### src/rtl/divider8_seq.sv
// Multi-cycle unsigned restoring divider: one quotient bit per clock through a
// single WIDTH+1-bit subtractor, with start/done handshake and registered results.
module divider8_seq #(
  parameter int WIDTH = 8
) (
  input  logic             clk,
  input  logic             reset_n,
  input  logic             start,
  input  logic [WIDTH-1:0] dividend,
  input  logic [WIDTH-1:0] divisor,
  output logic             busy,
  output logic             done,
  output logic [WIDTH-1:0] quotient,
  output logic [WIDTH-1:0] remainder,
  output logic             div_by_zero
);

  localparam int CW = $clog2(WIDTH + 1);

  typedef enum logic [1:0] {IDLE, RUN, DONE} state_t;

  state_t           state_reg;
  // Restored partial remainder is always below D, so its top bit is never
  // needed in storage; the full WIDTH+1 bits exist only in the trial result.
  logic [WIDTH-1:0] r_reg;
  logic [WIDTH-1:0] q_reg;
  logic [WIDTH-1:0] d_reg;
  logic [CW-1:0]    cnt_reg;

  logic [WIDTH:0]   r_shift;
  logic [WIDTH:0]   trial;
  logic [WIDTH-1:0] r_next;
  logic [WIDTH-1:0] q_next;

  always_comb begin
    r_shift = {r_reg, q_reg[WIDTH-1]};
    trial   = r_shift - {1'b0, d_reg};
    if (!trial[WIDTH]) begin
      r_next = trial[WIDTH-1:0];
      q_next = {q_reg[WIDTH-2:0], 1'b1};
    end else begin
      r_next = r_shift[WIDTH-1:0];
      q_next = {q_reg[WIDTH-2:0], 1'b0};
    end
  end

  always_ff @(posedge clk or negedge reset_n) begin
    if (!reset_n) begin
      state_reg   <= IDLE;
      r_reg       <= '0;
      q_reg       <= '0;
      d_reg       <= '0;
      cnt_reg     <= '0;
      busy        <= 1'b0;
      done        <= 1'b0;
      quotient    <= '0;
      remainder   <= '0;
      div_by_zero <= 1'b0;
    end else begin
      case (state_reg)
        IDLE, DONE: begin
          done      <= 1'b0;
          state_reg <= IDLE;
          if (start) begin
            d_reg <= divisor;
            q_reg <= dividend;
            r_reg <= '0;
            if (divisor == '0) begin
              state_reg   <= DONE;
              done        <= 1'b1;
              quotient    <= '1;
              remainder   <= dividend;
              div_by_zero <= 1'b1;
            end else begin
              state_reg   <= RUN;
              busy        <= 1'b1;
              cnt_reg     <= CW'(WIDTH);
              div_by_zero <= 1'b0;
            end
          end
        end
        RUN: begin
          r_reg   <= r_next;
          q_reg   <= q_next;
          cnt_reg <= cnt_reg - CW'(1);
          // Last step publishes the post-step values directly.
          if (cnt_reg == CW'(1)) begin
            state_reg <= DONE;
            busy      <= 1'b0;
            done      <= 1'b1;
            quotient  <= q_next;
            remainder <= r_next;
          end
        end
        default: state_reg <= IDLE;
      endcase
    end
  end

endmodule

### config.mk
export PLATFORM = sky130hd
export DESIGN_NAME = divider8_seq
export DESIGN_NICKNAME = d
export VERILOG_FILES = /design/src/rtl/divider8_seq.sv
export SDC_FILE = /design/constraint.sdc
export NUM_CORES = 1
export LEC_CHECK = 0
export ABC_AREA = 1
export BUFFER_PORTS_ARGS = -buffer_cell sky130_fd_sc_hd__buf_2
export CELL_PAD_IN_SITES_DETAIL_PLACEMENT = 1
export CELL_PAD_IN_SITES_GLOBAL_PLACEMENT = 1
export CORE_MARGIN = 3
export CORE_UTILIZATION = 38
export DETAILED_ROUTE_END_ITERATION = 8
export HOLD_SLACK_MARGIN = 0.15
export PLACE_DENSITY = 0.85
export REMOVE_ABC_BUFFERS = 1
export SYNTH_ARGS = -nofsm -noshare
export SYNTH_HDL_FRONTEND = slang
export SYNTH_SLANG_ARGS = --single-unit
### constraint.sdc
create_clock -name clk -period 2 [get_ports clk]
set_clock_uncertainty 0.05 [all_clocks]
set_input_delay 0.1 -clock clk [delete_from_list [all_inputs] [get_ports clk]]
set_output_delay 0.1 -clock clk [all_outputs]
set_load 0.05 [all_outputs]
# ---- After elaboration in Yosys (flattened, before gate mapping)
# Cells that the tools add are included.
dict set report word_totals {
  ff_bits 49
  wordCells 58
  inputBits 19
}
dict set report classes {
  add_sub_neg 2
  n_mux 29
  eq_ne 7
  n_reduce_logical 10
}
# operator n
set ops {}
lappend ops {{$mux W8} 9}
lappend ops {{$pmux W8 S2} 4}
lappend ops {{$sub A9 B8 Y9} 1}
lappend ops {{$logic_not A8 Y1} 1}
lappend ops {{$mux W4} 2}
lappend ops {{$ne A2 B2 Y1 const B} 4}
lappend ops {{$pmux W4 S2} 1}
lappend ops {{$reduce_and A4 Y1} 2}
lappend ops {{$mux W1} 7}
lappend ops {{$mux W2} 3}
lappend ops {{$reduce_and A2 Y1} 3}
lappend ops {{$eq A4 B1 Y1 const B} 1}
lappend ops {{$pmux W1 S2} 2}
lappend ops {{$pmux W2 S2} 1}
lappend ops {{$sub A4 B1 Y4 const B} 1}
lappend ops {{$reduce_and A3 Y1} 1}
lappend ops {{$eq A2 B1 Y1 const B} 1}
lappend ops {{$eq A2 B2 Y1 const B} 1}
lappend ops {{$logic_not A2 Y1} 1}
lappend ops {{$reduce_bool A2 Y1} 1}
lappend ops {{$reduce_or A2 Y1} 1}

# ---- Longest topological paths before layout
dict set report logic_depth {
  ltp_word 4
  mapped_depth 14
}

# ---- Worst setup path after synthesis
# OpenSTA, ideal clock, no wires.
dict set report synth_path {
  path_kind {flip-flop to flip-flop}
  startpoint {reg q_reg[7]}
  endpoint {reg remainder[1]}
  arrival_time_ns 1.733
  setup_time_ns 0.113
  synth_period_minus_slack_ns 1.896
  stages_incl_launch_ff 15
  slack_ns 0.104
  path_cell_list {dfrtp_1 > inv_1 > ha_1 > inv_1 > fa_1 > nand2_1 > nand2_1 > nand3_1 > nand2_1 > nand2_1 > nand2_4 > nand3_1 > nand3_1 > nand2_1 > inv_1}
}
dict set report synth_via {
  elab_chain_len 4
}
# element line
set synth_rtl {}
lappend synth_rtl {{from (decl)} 26} ;# logic [WIDTH-1:0] q_reg;
lappend synth_rtl {{from (signal assigned)} 66} ;# q_reg <= dividend;
lappend synth_rtl {{from (signal assigned)} 84} ;# q_reg <= q_next;
lappend synth_rtl {{$sub A9 B8 Y9} 37} ;# trial = r_shift - {1'b0, d_reg};
lappend synth_rtl {{$mux W8} 38} ;# if (!trial[WIDTH]) begin
lappend synth_rtl {{$mux W8} 87} ;# if (cnt_reg == CW'(1)) begin
lappend synth_rtl {{$pmux W8 S2} 60} ;# case (state_reg)
lappend synth_rtl {{to (signal assigned)} 72} ;# remainder <= dividend;
lappend synth_rtl {{to (signal assigned)} 92} ;# remainder <= r_next;
lappend synth_rtl {{to (decl)} 14} ;# output logic [WIDTH-1:0] remainder,
# Every way passes these cells. The select of a mux whose other input is x is not followed.
# A chain may end at the register's enable or synchronous reset.

# ---- Worst setup path after layout
dict set report layout_path {
  startpoint {reg q_reg[7]}
  endpoint {reg remainder[4]}
}
# The elaborated chain is that of the path after synthesis.

==> impl_summary.md <==
Floorplan
38 I/O pins were placed. The floorplan has 29 rows. For this configuration, the core starts out at a cell density of 40.7%.

The die boundary width is around 90 um. The floorplan step set the die height to 89.9 um. The region available for standard cell placement spans 6570 um^2. The floorplan step defined a die boundary enclosing 8080 um^2.

Min path
The hold path endpoint is q_reg[4]$_DFFE_PN0P_. The worst hold path was traced through 5 stages. The startpoint identified for the worst hold timing path is dividend[4]. In this run the worst hold path is classified as primary input to flip-flop.

Outcome
The flow ran to the end, but the final reports show violations. The final reports fail on setup timing.

Finish
Compared with the post-synthesis result, the final layout area differs by 29.8%. 0 antenna diodes ended up in the layout. The core utilization of the finished layout is 52.8%.

The post-layout instance count excluding filler cells is 500. In the final layout, the share of cells above drive strength 1 is 24.6%. The number of nets in the layout is 436. After filler insertion, the fill cell instance count of the layout stands at between 800 and 900.

The design area is roughly 3500 um^2.

Timing
The number of pins exceeding their max-slew limit in the final report is 0. The count of final hold-check violations is 0. Of the available clock period, the critical path in the final layout requires 103%. The relative slew slack is 60.7%. The slew of the pin with the lowest slew margin is 0.590 ns. Setup repair after global routing could not meet its margin everywhere. The setup slack of the critical path after layout is -0.0595 ns.

The minimum clock period is approximately 2.1 ns. The total setup violations reported at the end of the flow is 10. The highest clock frequency the design can meet is 486 MHz. On the final layout, the worst hold slack is between 0.15 and 0.2 ns.

Clock tree
The clock tree from TritonCTS is done. Clock-pin slew was measured on the worst setup and hold paths at approximately 0.10 ns. The root cell of the clock tree is sky130_fd_sc_hd__clkbuf_8. At the later pin of the worst-skew pair, clock insertion delay measures 0.31 ns. The clock sink count is 49. The clock buffer count from CTS is 5.

CTS built an H-tree with a depth of 2. No sink is reached through more buffers than the 2 on the longest clock path.

Global route
Global routing used 20.1% of the available tracks. The number of antenna violations at the first check in global routing is 0. The first global-routing pass estimated 13300 um of wire.

The via count of the first global-routing pass was 2778. The largest net degree at the start of global routing is 27. The total overflow left after global routing is 0.

Setup path
In this run the worst path has a maximum fanout of 8. Data on the critical path is required at its endpoint by 2.17 ns. The worst register-to-register path ends at remainder[4]$_DFFE_PN0P_.

The worst reg2reg path depth is 14. The critical path goes through inv_2 -> ha_4 -> inv_2 -> fa_2 -> nand2_2 -> nand2_2 -> nand3_4 -> nand2_2 -> nand2_1 -> nand2_4 -> nand3_1 -> nand3_2 -> nand2_1 -> inv_1. STA classifies the critical path startpoint as a flip-flop. The internal reg-to-reg setup slack is -0.06 ns. For the worst setup path, the data arrival time is 2.23 ns. In this run the critical register-to-register path is launched from q_reg[7]$_DFFE_PN0P_. By instance count, the cell type seen most on the critical path is sky130_fd_sc_hd__nand2_2.

The critical path in this run is classified as flip-flop to flip-flop. The category of the worst setup path capture point is a flip-flop. For this run, the slowest stage of the critical path takes 0.41 ns. The slowest stage cell on the critical path is sky130_fd_sc_hd__dfrtp_1. Among cell families on the critical path, the largest total delay comes from simple AND/OR/NAND/NOR gates. The critical path contains buffers and inverters numbering 3 combined.

Detailed routing
The first detailed-routing pass ran for 4 iterations. In the routed design, unresolved DRC markers number 0. The count of nets left with antenna violations once routing finished came out at 0. The detailed-route vias per instance is 5.12. The number of vias in the routed layout is 2561. The average wire per cell in the routed design is 15.9 um. The initial detailed-routing violation count is 123.

Summed over all layers, the routed wires come to between 7000 and 8000 um.

Synthesis
The warning count from the yosys run is 0. In this run, distinct cell masters in the synthesized netlist total 30. A synthesized cell averages between 7 and 8 um^2.

The post-synth design cell area is 2670 um^2. In the synthesized netlist, the number of instances is 340. The post-synthesis register bit count is 49. The proportion of synthesized chip area in sequential cells is 45.9%.

Placement
The placed wire-length estimate is 5450 um. The routability-driven placement congestion ratio is 0.819. The post-placement cell count is approximately 470. The number of buffers inserted by port buffering is 37. Prior to clock tree synthesis, the placed netlist has a worst setup slack of -0.101 ns. Once placement finished, the instance area stood at roughly 3000 um^2.

Power
VDD sags by at most 805 uV. The leakage power of the design is between 0.0015 and 0.002 uW. The power density over the cells is 1950 nW/um^2.

Run
The number of max-capacitance violations reported is 0.
==> layout make-up <==
cell class / instances / area [um^2] / share of cell area, %
tap: 93 / 116 / 3.35
inverter: 58 / 218 / 6.27
sequential: 49 / 1230 / 35.4
clock buffer: 6 / 72.6 / 2.09
multi-input combinational: 225 / 1320 / 38.1
timing repair buffer: 67 / 474 / 13.7
clock inverter: 2 / 38.8 / 1.12
==> Yosys cell counts (all sizes together) <==
cell type	n	area (um^2)
a21oi	16	80.1
inv	58	218
o211ai	1	7.51
o22ai	2	12.5
or2	8	50.1
buf	5	31.3
nand3	43	220
dfrtp	49	1230
xnor2	2	17.5
nand2	78	310
fa	1	20.0
clkbuf	3	11.3
nor2	30	123
nand4	2	27.5
xor2	2	17.5
nor3	1	5.00
a21boi	4	30.0
a31oi	4	25.0
o21ai	17	85.1
o31ai	3	22.5
ha	10	125
o221ai	1	8.76
==> how the worst max path moves through the flow <==
| stage | cells past startpoint | start | slack (ns) | endpoint |
|---|---|---|---|---|
| floorplan | 14 | q_reg[7]$_DFFE_PN0P_ | 0.10 | remainder[1]$_DFFE_PN0P_ |
| finish | 14 | q_reg[7]$_DFFE_PN0P_ | -0.06 | remainder[4]$_DFFE_PN0P_ |
| global placement | 14 | q_reg[7]$_DFFE_PN0P_ | -0.01 | remainder[2]$_DFFE_PN0P_ |
| detailed placement | 14 | q_reg[7]$_DFFE_PN0P_ | -0.10 | remainder[0]$_DFFE_PN0P_ |
| CTS | 15 | q_reg[7]$_DFFE_PN0P_ | -0.04 | remainder[4]$_DFFE_PN0P_ |
| global route | 14 | q_reg[7]$_DFFE_PN0P_ | -0.21 | remainder[0]$_DFFE_PN0P_ |
==> per-stage QoR <==
step	TNS, ns	power [uW]
2_1_floorplan	0	4350
3_3_place_gp	-0.0214	5200
3_5_place_dp	-0.865	5430
4_1_cts	-0.163	6530
5_1_grt	-2.62	7360
6_report	-0.404	6770
==> cells in the final DEF, fill, tap and decap left out, types with 11 or more instances in the layout <==
cell / n
sky130_fd_sc_hd__inv_1: 52
sky130_fd_sc_hd__buf_4: 11
sky130_fd_sc_hd__dfrtp_1: 48
sky130_fd_sc_hd__nand2_1: 71
sky130_fd_sc_hd__a21oi_1: 15
sky130_fd_sc_hd__nand3_1: 31
sky130_fd_sc_hd__dlygate4sd3_1: 16
sky130_fd_sc_hd__buf_2: 37
sky130_fd_sc_hd__o21ai_0: 17
sky130_fd_sc_hd__nor2_1: 28
==> worst reg2reg max path, cell delays in order (launching register included) <==
cell and delay, ns:
sky130_fd_sc_hd__dfrtp_1 0.41, sky130_fd_sc_hd__inv_2 0.08, sky130_fd_sc_hd__ha_4 0.14, sky130_fd_sc_hd__inv_2 0.04, sky130_fd_sc_hd__fa_2 0.34, sky130_fd_sc_hd__nand2_2 0.08
sky130_fd_sc_hd__nand2_2 0.07, sky130_fd_sc_hd__nand3_4 0.10, sky130_fd_sc_hd__nand2_2 0.08, sky130_fd_sc_hd__nand2_1 0.13, sky130_fd_sc_hd__nand2_4 0.10, sky130_fd_sc_hd__nand3_1 0.15
sky130_fd_sc_hd__nand3_2 0.09, sky130_fd_sc_hd__nand2_1 0.06, sky130_fd_sc_hd__inv_1 0.03
==> logic make-up (layout without fill, tap and decap cells) <==
kind of cell / Yosys count / in the layout / synth area share (%)
AO/OA/AOI/OAI: 48 / 48 / 10.2
XOR/XNOR: 4 / 4 / 1.31
adder cells (fa/ha/maj): 11 / 11 / 5.43
buffers and inverters: 66 / 133 / 9.73
flip-flops: 49 / 49 / 45.9
AND/OR/NAND/NOR: 162 / 162 / 27.5
==> timing repair <==
item                       CTS  global route
pin swaps                    6             7
hold buffers                16             0
setup endpoints to repair   15            19
resized for setup           21            13
buffers inserted             4             1
hold endpoints to repair    38             0
==> report_power, final <==
| part | total [uW] | internal, uW | switching (uW) |
|---|---|---|---|
| clock network | 737 | 376 | 361 |
| logic | 4260 | 1440 | 2820 |
| registers | 1770 | 1470 | 298 |
| total | 6770 | 3290 | 3480 |
==> routing by layer <==
metal	track usage [%]	share of wire, %	vias up
met3	3.51	3.8	21
met2	36.0	51	59
met1	24.3	42	1264
met4	7.02	2.7	0
li1	-	-	1217
met5	0	0	-
Power figures use the tool's default switching activity.
